## src/rtl/game_pkg.sv

```systemverilog
// Shared definitions for the snake game: sequencer states, BCD digit type
// and the score ceiling agreed with the score tracker.
package game_pkg;

    // Encodings double as the debug LED pattern on state_out.
    typedef enum logic [1:0] {
        IDLE    = 2'b00,
        PLAY    = 2'b01,
        FLASH   = 2'b10,
        HISCORE = 2'b11
    } state_t;

    typedef logic [3:0] bcd_t;

    // Reaching this score raises trk_complete in the tracker (a win).
    localparam int MAX_SCORE = 50;

endpackage

```

## src/rtl/flash_timer.sv

```systemverilog
// Flash phase timer: counts cycles within a half-period, counts half-periods,
// and toggles the blank flag at each half-period boundary. done pulses during
// the last cycle of the last half-period so the caller can leave on that edge.
module flash_timer #(
    parameter int FLASH_HALF    = 6_000_000,
    parameter int FLASH_TOGGLES = 6
) (
    input  logic clk,
    input  logic nRst,
    input  logic clear,
    input  logic enable,
    output logic blank,
    output logic done
);

    // A single-cycle half-period still needs a 1-bit counter.
    localparam int CW = (FLASH_HALF > 1) ? $clog2(FLASH_HALF) : 1;
    localparam int HW = $clog2(FLASH_TOGGLES + 1);
    localparam logic [CW-1:0] CYC_LAST  = CW'(FLASH_HALF - 1);
    localparam logic [HW-1:0] HALF_LAST = HW'(FLASH_TOGGLES - 1);

    logic [CW-1:0] cyc;
    logic [HW-1:0] half;
    logic          period_end;

    assign period_end = enable && (cyc == CYC_LAST);
    assign done       = period_end && (half == HALF_LAST);

    // Cycle/half-period counting; an even toggle count leaves blank at 0 on exit.
    always_ff @(posedge clk) begin
        if (!nRst || clear) begin
            cyc   <= '0;
            half  <= '0;
            blank <= 1'b0;
        end else if (enable) begin
            if (period_end) begin
                cyc   <= '0;
                blank <= ~blank;
                half  <= done ? '0 : half + 1'b1;
            end else begin
                cyc <= cyc + 1'b1;
            end
        end
    end

endmodule

```

## src/rtl/game_flow_controller.sv

```systemverilog
// Top-level snake game sequencer: gates collisions into the score tracker,
// enables motion while playing, and flashes the frozen final score at game
// over before handing the display back to the tracker's high score.
module game_flow_controller
    import game_pkg::*;
#(
    parameter int FLASH_HALF    = 6_000_000,
    parameter int FLASH_TOGGLES = 6
) (
    input  logic       clk,
    input  logic       nRst,
    input  logic       start,
    input  logic       good_in,
    input  logic       bad_in,
    input  logic [3:0] trk_bcd_ones,
    input  logic [3:0] trk_bcd_tens,
    input  logic       trk_complete,
    output logic       good_out,
    output logic       bad_out,
    output logic       run_en,
    output logic [3:0] disp_ones,
    output logic [3:0] disp_tens,
    output logic       disp_blank,
    output logic [1:0] state_out
);

    state_t state;
    bcd_t   lat_ones, lat_tens;
    logic   complete_q;
    logic   game_over;
    logic   flash_blank, flash_done;

    // Game ends on a bad hit or on the tracker reaching maximum score. Only the
    // rising edge of trk_complete counts, so a flag left high from the previous
    // game does not end the new one at once.
    assign game_over = bad_in | (trk_complete & ~complete_q);

    flash_timer #(
        .FLASH_HALF    (FLASH_HALF),
        .FLASH_TOGGLES (FLASH_TOGGLES)
    ) u_flash (
        .clk    (clk),
        .nRst   (nRst),
        .clear  (state != FLASH),
        .enable (state == FLASH),
        .blank  (flash_blank),
        .done   (flash_done)
    );

    // State sequencing, final-score latch and trk_complete history.
    always_ff @(posedge clk) begin
        if (!nRst) begin
            state      <= IDLE;
            lat_ones   <= '0;
            lat_tens   <= '0;
            complete_q <= 1'b0;
        end else begin
            complete_q <= trk_complete;
            case (state)
                IDLE:    if (start) state <= PLAY;
                PLAY: begin
                    if (game_over) begin
                        // Tracker still shows the pre-collision score this cycle.
                        lat_ones <= trk_bcd_ones;
                        lat_tens <= trk_bcd_tens;
                        state    <= FLASH;
                    end
                end
                FLASH:   if (flash_done) state <= HISCORE;
                HISCORE: if (start) state <= PLAY;
                default: state <= IDLE;
            endcase
        end
    end

    // Collision gating and display mux, decoded from the registered state.
    always_comb begin
        run_en     = (state == PLAY);
        good_out   = run_en & good_in & ~bad_in;
        bad_out    = run_en & bad_in;
        disp_ones  = trk_bcd_ones;
        disp_tens  = trk_bcd_tens;
        disp_blank = 1'b0;
        state_out  = state;
        if (state == FLASH) begin
            disp_ones  = lat_ones;
            disp_tens  = lat_tens;
            disp_blank = flash_blank;
        end else if (state == PLAY && trk_complete) begin
            // Restart window: tracker still shows the high score, show 00 instead.
            disp_ones = '0;
            disp_tens = '0;
        end
    end

endmodule

```

## config.mk

```make
export PLATFORM = sky130hd
export DESIGN_NAME = game_flow_controller
export DESIGN_NICKNAME = d
export VERILOG_FILES = /design/src/rtl/game_pkg.sv /design/src/rtl/flash_timer.sv /design/src/rtl/game_flow_controller.sv
export SDC_FILE = /design/constraint.sdc
export NUM_CORES = 1
export LEC_CHECK = 0
export ABC_AREA = 1
export ABC_CLOCK_PERIOD_IN_PS = 2300
export CORE_MARGIN = 8
export CORE_UTILIZATION = 40
export DETAILED_ROUTE_END_ITERATION = 7
export SYNTH_ARGS = -nofsm -noshare
export SYNTH_HDL_FRONTEND = slang
export SYNTH_SLANG_ARGS = --single-unit
```

## constraint.sdc

```tcl
create_clock -name clk -period 2.3 [get_ports clk]
set_input_delay 0.46 -clock clk [delete_from_list [all_inputs] [get_ports clk]]
set_output_delay 0.46 -clock clk [all_outputs]
set_load 0.005 [all_outputs]
```

==> results of run 1 <==
metrics by stage:
stage / hold slack, ns / instances
6_report: 0.473 / 392
4_1_cts: 0.472 / 392
3_5_place_dp: 0.456 / 384
2_1_floorplan: 0.430 / 291
5_1_grt: 0.497 / 392
3_3_place_gp: 0.447 / 384
how the worst max path moves through the flow:
stage | from | to | slack (ns) | cells past startpoint
after detailed placement | trk_complete | disp_tens[2] | 0.04 | 5
after global routing | state_out[0]$_SDFFE_PN0P_ | disp_tens[0] | 0.01 | 6
after floorplan | state_out[0]$_SDFFE_PN0P_ | disp_ones[0] | 0.73 | 6
after CTS | state_out[0]$_SDFFE_PN0P_ | disp_ones[2] | 0.008 | 6
final | state_out[0]$_SDFFE_PN0P_ | disp_ones[2] | 0.1 | 6
after global placement | trk_complete | disp_tens[3] | 0.07 | 5
cell families after synthesis:
group                    Yosys count  synth area share
buffers and inverters             33            0.0714
adder cells (fa/ha/maj)            6            0.0376
XOR/XNOR                           4            0.0175
AO/OA/AOI/OAI                     38             0.110
AND/OR/NAND/NOR                  172             0.382
flip-flops                        38             0.381
cell usage after synthesis, types with 2 or more instances:
cell	number	area (um2)
nand2_1	64	240
nand4_1	6	37.5
nor3_1	7	35.0
ha_1	6	75.1
a21oi_1	14	70.1
o21ai_2	4	35.0
o21ai_0	14	70.1
xor2_1	3	26.3
nand3_1	25	125
nor2_2	2	12.5
nor3_2	2	20.0
dfxtp_1	38	761
nor2_1	58	218
nand2_2	2	12.5
clkbuf_1	2	7.51
inv_1	25	93.8
o21bai_1	2	15.0
what timing repair did:
| item | CTS | global route |
|---|---|---|
| pin swaps | 0 | 0 |
| gates resized for setup | 2 | 9 |
| hold buffers | 0 | 0 |
| cloned | 0 | 0 |
| endpoints found under the setup margin | 8 | 10 |
power groups by stage:
stage | clock (uW) | combinational (uW) | sequential, uW
global placement | 0 | 604 | 772
detailed placement | 0 | 607 | 775
finish | 475 | 627 | 766
floorplan | 0 | 345 | 767
CTS | 485 | 615 | 761
global route | 516 | 711 | 772
cell type report:
class	instances	area, um2	share of cell area
tap	67	83.8	0.0340
multi-input combinational	220	1110	0.449
clock inverter	1	5.00	0.00203
inverter	28	110	0.0447
timing repair buffer	31	310	0.126
clock buffer	7	86.3	0.0350
sequential	38	763	0.310
critical path: cells and delay by family (launching register included):
family | cells | cell delay (ns)
adder cells (fa/ha/maj) | 1 | 0.22
buffers and inverters | 3 | 0.74
flip-flops | 1 | 0.35
AND/OR/NAND/NOR | 2 | 0.15
state kept, by name, indices dropped and copies added, names as in the netlist:
signal / count
u_flash.half: 3
lat_ones: 4
lat_tens: 4
state_out: 2
u_flash.blank: 1
complete_q: 1
u_flash.cyc: 23
layer usage:
metal | part of all wire | vias to the layer above
met5 | 0 | -
li1 | - | 1007
met4 | 0.011 | 0
met2 | 0.45 | 35
met1 | 0.49 | 870
met3 | 0.045 | 5
==> results by stage, run 1 <==
Timing:
- Setup slack on the critical path of the routed design comes to ~0.1 ns.
- The maximum operating frequency is around 450 MHz.
- The total count of hold-check failures in the final report is 0.
- The worst pin sits at a relative slew slack of 0.699.
- Between clock sinks in the finished design, the worst skew comes to 0.00407 ns.
- Dividing the final minimum period by the clock period gives 0.957.
- The final max-slew violation count is 0.
- The clock period could shrink to 2.20 ns.
- Setup repair after global routing left no endpoint under its margin.
- The slew of the pin with the lowest slew margin is 0.448 ns.
- The final setup TNS is 0 ns.
- The count of endpoints failing setup in the final report is 0.

Clock tree:
- In this run the post-CTS setup repair buffer count came out at 0.
- The clock sink count is 38.
- The clock tree from TritonCTS is yes.
- The clock transition at the register clock pins on the worst setup and hold paths after CTS is 0.07 ns.
- The clock reaches the later pin of the worst-skew pair after 0.29 ns.
- The H-tree was split into 2 levels.
- The number of clock buffers inserted by TritonCTS is 5.
- The maximum count of clock buffers along a single path is 2.
- The cell at the root of the clock tree is clkbuf_8.

Placement:
- At the end of routability-driven placement, the weighted congestion stood at 0.833.
- The placed instances occupy a cell area of 0.00235 mm2.
- Timing analysis after detailed placement gives a worst setup slack of 0.0375 ns.
- Detailed placement finished with a half-perimeter wire length of between 3000 and 4000 um.
- The count of port buffers added during placement is 27.

Global route:
- In the global route stage, met1 resource usage came out at 0.173.
- The global-route wire length before repair is between 8000 and 9000 um.
- The initial antenna violation count came to 0.
- The largest net degree at the start of global routing is 20.
- met2 is the most crowded layer.
- After global routing the overflow that remains totals 0.
- The fraction of met2 tracks used by global routing is 0.201.
- The via count of the first global-routing pass came to 1798.
- In the global route stage, met3 resource usage came out at 0.0444.
- In the global route stage, overall resource usage came out at 0.133.

Detailed routing:
- In the final routed layout, each cell accounts on average for approximately 12 um.
- For this block, the initial DRC count from the detailed router was 92.
- The total detailed-routing wirelength is 4690 um.
- Before antenna repair, the detailed router went through 4 iterations.
- The final routed DRC violation total is 0.
- The final route contains approximately 1900 vias.
- The post-route antenna net violation count is 0.
- The detailed-route vias per instance is ~5.

Floorplanning:
- The region available for standard cell placement spans 0.00475 mm2.
- Measured along the y axis, the die boundary spans ~87 um.
- The effective utilization at floorplan is 0.420.
- 28 I/O pins were placed.
- After floorplanning, the core was divided into 25 placement rows.
- The horizontal extent of the die is just under 90 um.
- The floorplan step defined a die boundary enclosing 0.00751 mm2.

Synthesis:
- The number of nets handed over by synthesis was 311.
- For this run, the register share of the synthesized area comes to 0.381.
- In the synthesized netlist, the number of instances is 291.
- The synthesized design contains 38 register bits.
- The post-synthesis instance area is between 0.0015 and 0.002 mm2.
- Among all flip-flop cells after synthesis, the most frequent one is dfxtp_1.
- A synthesized cell averages 6.86 um2.
- Counting flops with a built-in enable in the synthesized netlist gives 0.
- The count of cell types in the netlist is 34.
- The yosys synthesis warning count is 0.
- Of all flip-flops after synthesis, the portion carrying an async set or reset was 0.

Setup path:
- The worst setup path is of the reg2out kind.
- The worst-case register-to-register setup slack is 0.43 ns.
- Data on the critical path is required at its endpoint by 1.84 ns.
- The biggest fanout along the worst timing path is 19.
- The type of element capturing the critical path is an output port.
- For this run, the slowest stage of the critical path takes ~0.5 ns.
- In this run the critical register-to-register path is captured at u_flash.cyc[14]$_SDFFE_PP0P_.
- The slowest stage of the critical path belongs to the cell clkdlybuf4s50_1.
- The worst setup path is launched from a register.
- STA puts the critical path data arrival time at 1.74 ns.
- Traced cell by cell, the critical path runs through inv_1, ha_2, buf_8, nand2_1, nand2_1, clkdlybuf4s50_1.
- The launch instance of the worst register-to-register path is state_out[0]$_SDFFE_PN0P_.
- The number of cells on the worst reg-to-reg path is 10.
- The dominant cell type by count on the critical path is nand2_1.

Finish:
- The area growth from synthesis to layout is 23.4%.
- The antenna cell count is 0.
- The library cell used most frequently in the layout, excluding fill and tap cells, is nand2_1.
- At the end of the flow the core is filled with cells to 0.518.
- The filler cells instantiated in the layout total a little under 500.
- The fraction of layout instances using a drive strength above 1 is 0.0985.
- In the layout the commonest cells are nand2_1 (63), nor2_1 (58), dfxtp_1 (36).
- The cell area after layout is 0.00246 mm2.
- The net count of the finished layout is about 340.

Min path:
- The endpoint with the worst hold slack is u_flash.cyc[0]$_SDFFE_PP0P_.
- The startpoint of the most critical hold path is u_flash.cyc[0]$_SDFFE_PP0P_.
- The cell depth of the worst hold path is 1.
- The min-delay analysis places its worst path in the category reg2reg.

Power and ir drop:
- The peak supply drop is 427 uV.
- The leakage power is approximately 0.001 uW.
- After layout, the design draws a total of ~1900 uW.
- The switching share of total power is 0.321.
- Internal power comes to between 1000 and 1500 uW.
- For this design the ratio of total power to cell area is between 700 and 800 mW/mm2.
- The analysis attributes to net switching a power of 600 uW.
- The sequential group share of total power is 0.410.
- The clock group share of total power is 0.254.
- The proportion of power drawn by combinational gates is 0.336.

Run status:
- The flow ran to the end, and the final reports show no timing, DRC or antenna violations.

Job:
- The max capacitance violation total is 0.
(Power assumes the default switching activity.)
==> run 2, diff against run 1 <==
--- a/config.mk
+++ b/config.mk
@@ -10,6 +10,8 @@
 export CORE_MARGIN = 8
 export CORE_UTILIZATION = 40
 export DETAILED_ROUTE_END_ITERATION = 7
+export RECOVER_POWER = 100
+export SLEW_MARGIN = 25
 export SYNTH_ARGS = -nofsm -noshare
 export SYNTH_HDL_FRONTEND = slang
 export SYNTH_SLANG_ARGS = --single-unit
==> results by stage, run 2 (synthesis results as in run 1) <==
Run status:
- The flow ran to the end, and the final reports show no timing, DRC or antenna violations.

Setup path:
- The maximum cell stage delay along the critical path is 0.50 ns (about the same).
- The dominant cell type by count on the critical path is nand2_1.
- The family with the most delay on the worst path is buffers and inverters.
- The data arrival at the endpoint of the critical path came to 1.74 ns (about the same).
- The cell at the slowest stage of the critical path is clkdlybuf4s50_1.
- The signal on the critical path passes through inv_1, ha_2, buf_8, nand2_1, nand2_1, clkdlybuf4s50_1.
- The startpoint type of the worst setup path is a register.
- The critical path in this run is classified as reg2out.
- STA classifies the critical path endpoint as an output port.
- The buffers plus inverters on the worst setup path is 3 (unchanged).
- The biggest fanout along the worst timing path is 19 (unchanged).
- The required time at the worst-slack endpoint is 1.84 ns (about the same).

Finish:
- The footprint of the multi-input gates is 0.00108 mm2 (-2.1%).
- The register bank with the most flops is u_flash.cyc.
- The antenna cell count was 0 (unchanged).
- The post-layout net count is 344 (unchanged).
- The fraction of layout instances using a drive strength above 1 is 0.0769 (-0.0215).
- The register area is 763 um2 (unchanged).
- The most common cell after layout, fill and taps aside is nand2_1.
- The number of filler cells placed in the layout is 500 (+1.4%).
- In the final layout, the registers with the most flip-flops are u_flash.cyc: 23 flops, lat_ones: 4 flops, lat_tens: 4 flops.
- The number of flip-flops under the largest register name is 23 (unchanged).
- The area growth from synthesis to layout is 22.1%.
- Leaving out fill and tap cells, the most frequent cells in the layout are nand2_1 (64), nor2_1 (59), dfxtp_1 (36).

Floorplanning:
- The area of the placeable core is 0.00475 mm2 (unchanged).
- The die footprint is 0.00751 mm2 (unchanged).
- The die span in y is 86.7 um (unchanged).
- The effective utilization at floorplan was 0.420 (unchanged).
- The count of pins on the block boundary is 28 (unchanged).
- The row count is 25 (unchanged).
- The horizontal extent of the die is 86.7 um (unchanged).

Global route:
- The via count of the first global-routing pass is 1798 (unchanged).
- The met1 track demand over resource in global routing is 0.173 (unchanged).
- The initial antenna violation count is 0 (unchanged).
- The met3 layer usage reported by global route is 0.0444 (unchanged).
- The global routing stage identified its most utilized layer as met2.
- The fraction of met2 tracks used by global routing is 0.201 (unchanged).
- The aggregate global-route resource usage is 0.133 (unchanged).
- The total congestion overflow after global routing came to 0 (unchanged).
- The largest net degree at the start of global routing is 20 (unchanged).
- The global-route wire length before repair is 8160 um (unchanged).

Timing:
- The time the final worst path needs with I/O delays and setup was 2.20 ns (-0.00191 ns).
- The final max-slew violation count is 0 (unchanged).
- The worst slew margin relative to its limit was 0.698 (about the same).
- The count of endpoints failing setup in the final report is 0 (unchanged).
- The final setup slack of the worst path is 0.100 ns (+0.00191 ns).
- The part of the cycle the worst path needs is 0.956 (about the same).
- The total count of hold-check failures in the final report is 0 (unchanged).
- The final setup TNS is 0 ns (unchanged).
- The slew of the pin with the lowest slew margin is 0.449 ns (+0.000853 ns).
- The final clock skew is 0.00461 ns (+0.000537 ns).
- Setup repair after global routing left no endpoint under its margin.
- The maximum operating frequency is 455 MHz (about the same).

Placement:
- The routability congestion estimate is 0.833 (unchanged).
- The count of port buffers added during placement is 27 (unchanged).
- The worst slack after detailed placement is 0.0375 ns (unchanged).
- The final HPWL from detailed placement is 3560 um (unchanged).

Clock tree:
- The latest clock arrival within the worst-skew pair is 0.28 ns (about the same).
- The number of clock buffers inserted by TritonCTS is 5 (unchanged).
- The clock transition at the register clock pins on the worst setup and hold paths after CTS came to 0.07 ns (about the same).
- The clock tree from TritonCTS is yes.
- The clock sink count is 38 (unchanged).
- The count of H-tree levels built during CTS is 2 (unchanged).
- The maximum count of clock buffers along a single path is 2 (unchanged).
- In this run the clock root is driven by a clkbuf_8.

Detailed routing:
- The violation count after the first detailed-routing iteration is 92 (unchanged).
- The average routed wire per standard cell is 12.0 um (about the same).
- The post-route antenna net violation count is 0 (unchanged).
- The final routed DRC violation total came to 0 (unchanged).
- The number of vias after detailed routing came to 1920 (+0.16%).
- The first-pass iteration count of the detailed router was 4 (unchanged).
- The detailed-route vias per instance is 4.90 (+0.16%).
- The total detailed-routing wirelength came to 4690 um (about the same).

Power and ir drop:
- The total power density per cell area is 760 mW/mm2 (+0.33%).
- The peak supply drop was 425 uV (-0.46%).
- The leakage power came to 0.000981 uW (-1.8%).

Job:
- The max capacitance violation total came to 0 (unchanged).

Min path:
- The path class of the tightest hold or removal check is reg2reg.
run 2: final timing paths:
path	slack [ns]	cells past startpoint	to	startpoint
hold / removal	0.47	1	u_flash.cyc[0]$_SDFFE_PP0P_	u_flash.cyc[0]$_SDFFE_PP0P_
hold reg to reg	0.47	1	u_flash.cyc[0]$_SDFFE_PP0P_	u_flash.cyc[0]$_SDFFE_PP0P_
setup / recovery	0.10	6	disp_ones[2]	state_out[0]$_SDFFE_PN0P_
setup reg to reg	0.27	10	u_flash.cyc[14]$_SDFFE_PP0P_	state_out[0]$_SDFFE_PN0P_
run 2: cell type report:
| type | instances | share of cell area |
|---|---|---|
| Inverter | 28 | 0.0452 |
| Clock buffer | 7 | 0.0354 |
| Clock inverter | 1 | 0.00205 |
| Sequential cell | 38 | 0.313 |
| Timing Repair Buffer | 31 | 0.126 |
| Tap cell | 67 | 0.0344 |
| Multi-Input combinational cell | 220 | 0.444 |
run 2: power by group:
group / total [uW] / switching [uW] / internal, uW
registers: 765 / 42.8 / 722
clock network: 471 / 229 / 242
logic: 617 / 320 / 297
run 2: repair_timing:
action,4_1_cts,5_1_grt
setup buffers,0,0
hold buffers,0,0
resized for setup,2,9
setup endpoints to repair,8,10
run 2: per-layer routing:
| layer | part of all wire | wire length [um] |
|---|---|---|
| met1 | 0.48 | 2260 |
| met2 | 0.45 | 2130 |
| met3 | 0.052 | 246 |
| met4 | 0.010 | 47 |
| met5 | 0 | 0 |
run 2: through the flow:
step | util | hold slack (ns) | total power (uW) | instances | area, um2
after floorplan | - | 0.430 | 1110 | 291 | 2000
after global placement | 0.493 | 0.447 | 1380 | 384 | 2350
after detailed placement | 0.493 | 0.456 | 1380 | 384 | 2350
after CTS | 0.513 | 0.472 | 1860 | 392 | 2440
after global routing | 0.513 | 0.497 | 1990 | 392 | 2440
final | 0.513 | 0.473 | 1850 | 392 | 2440
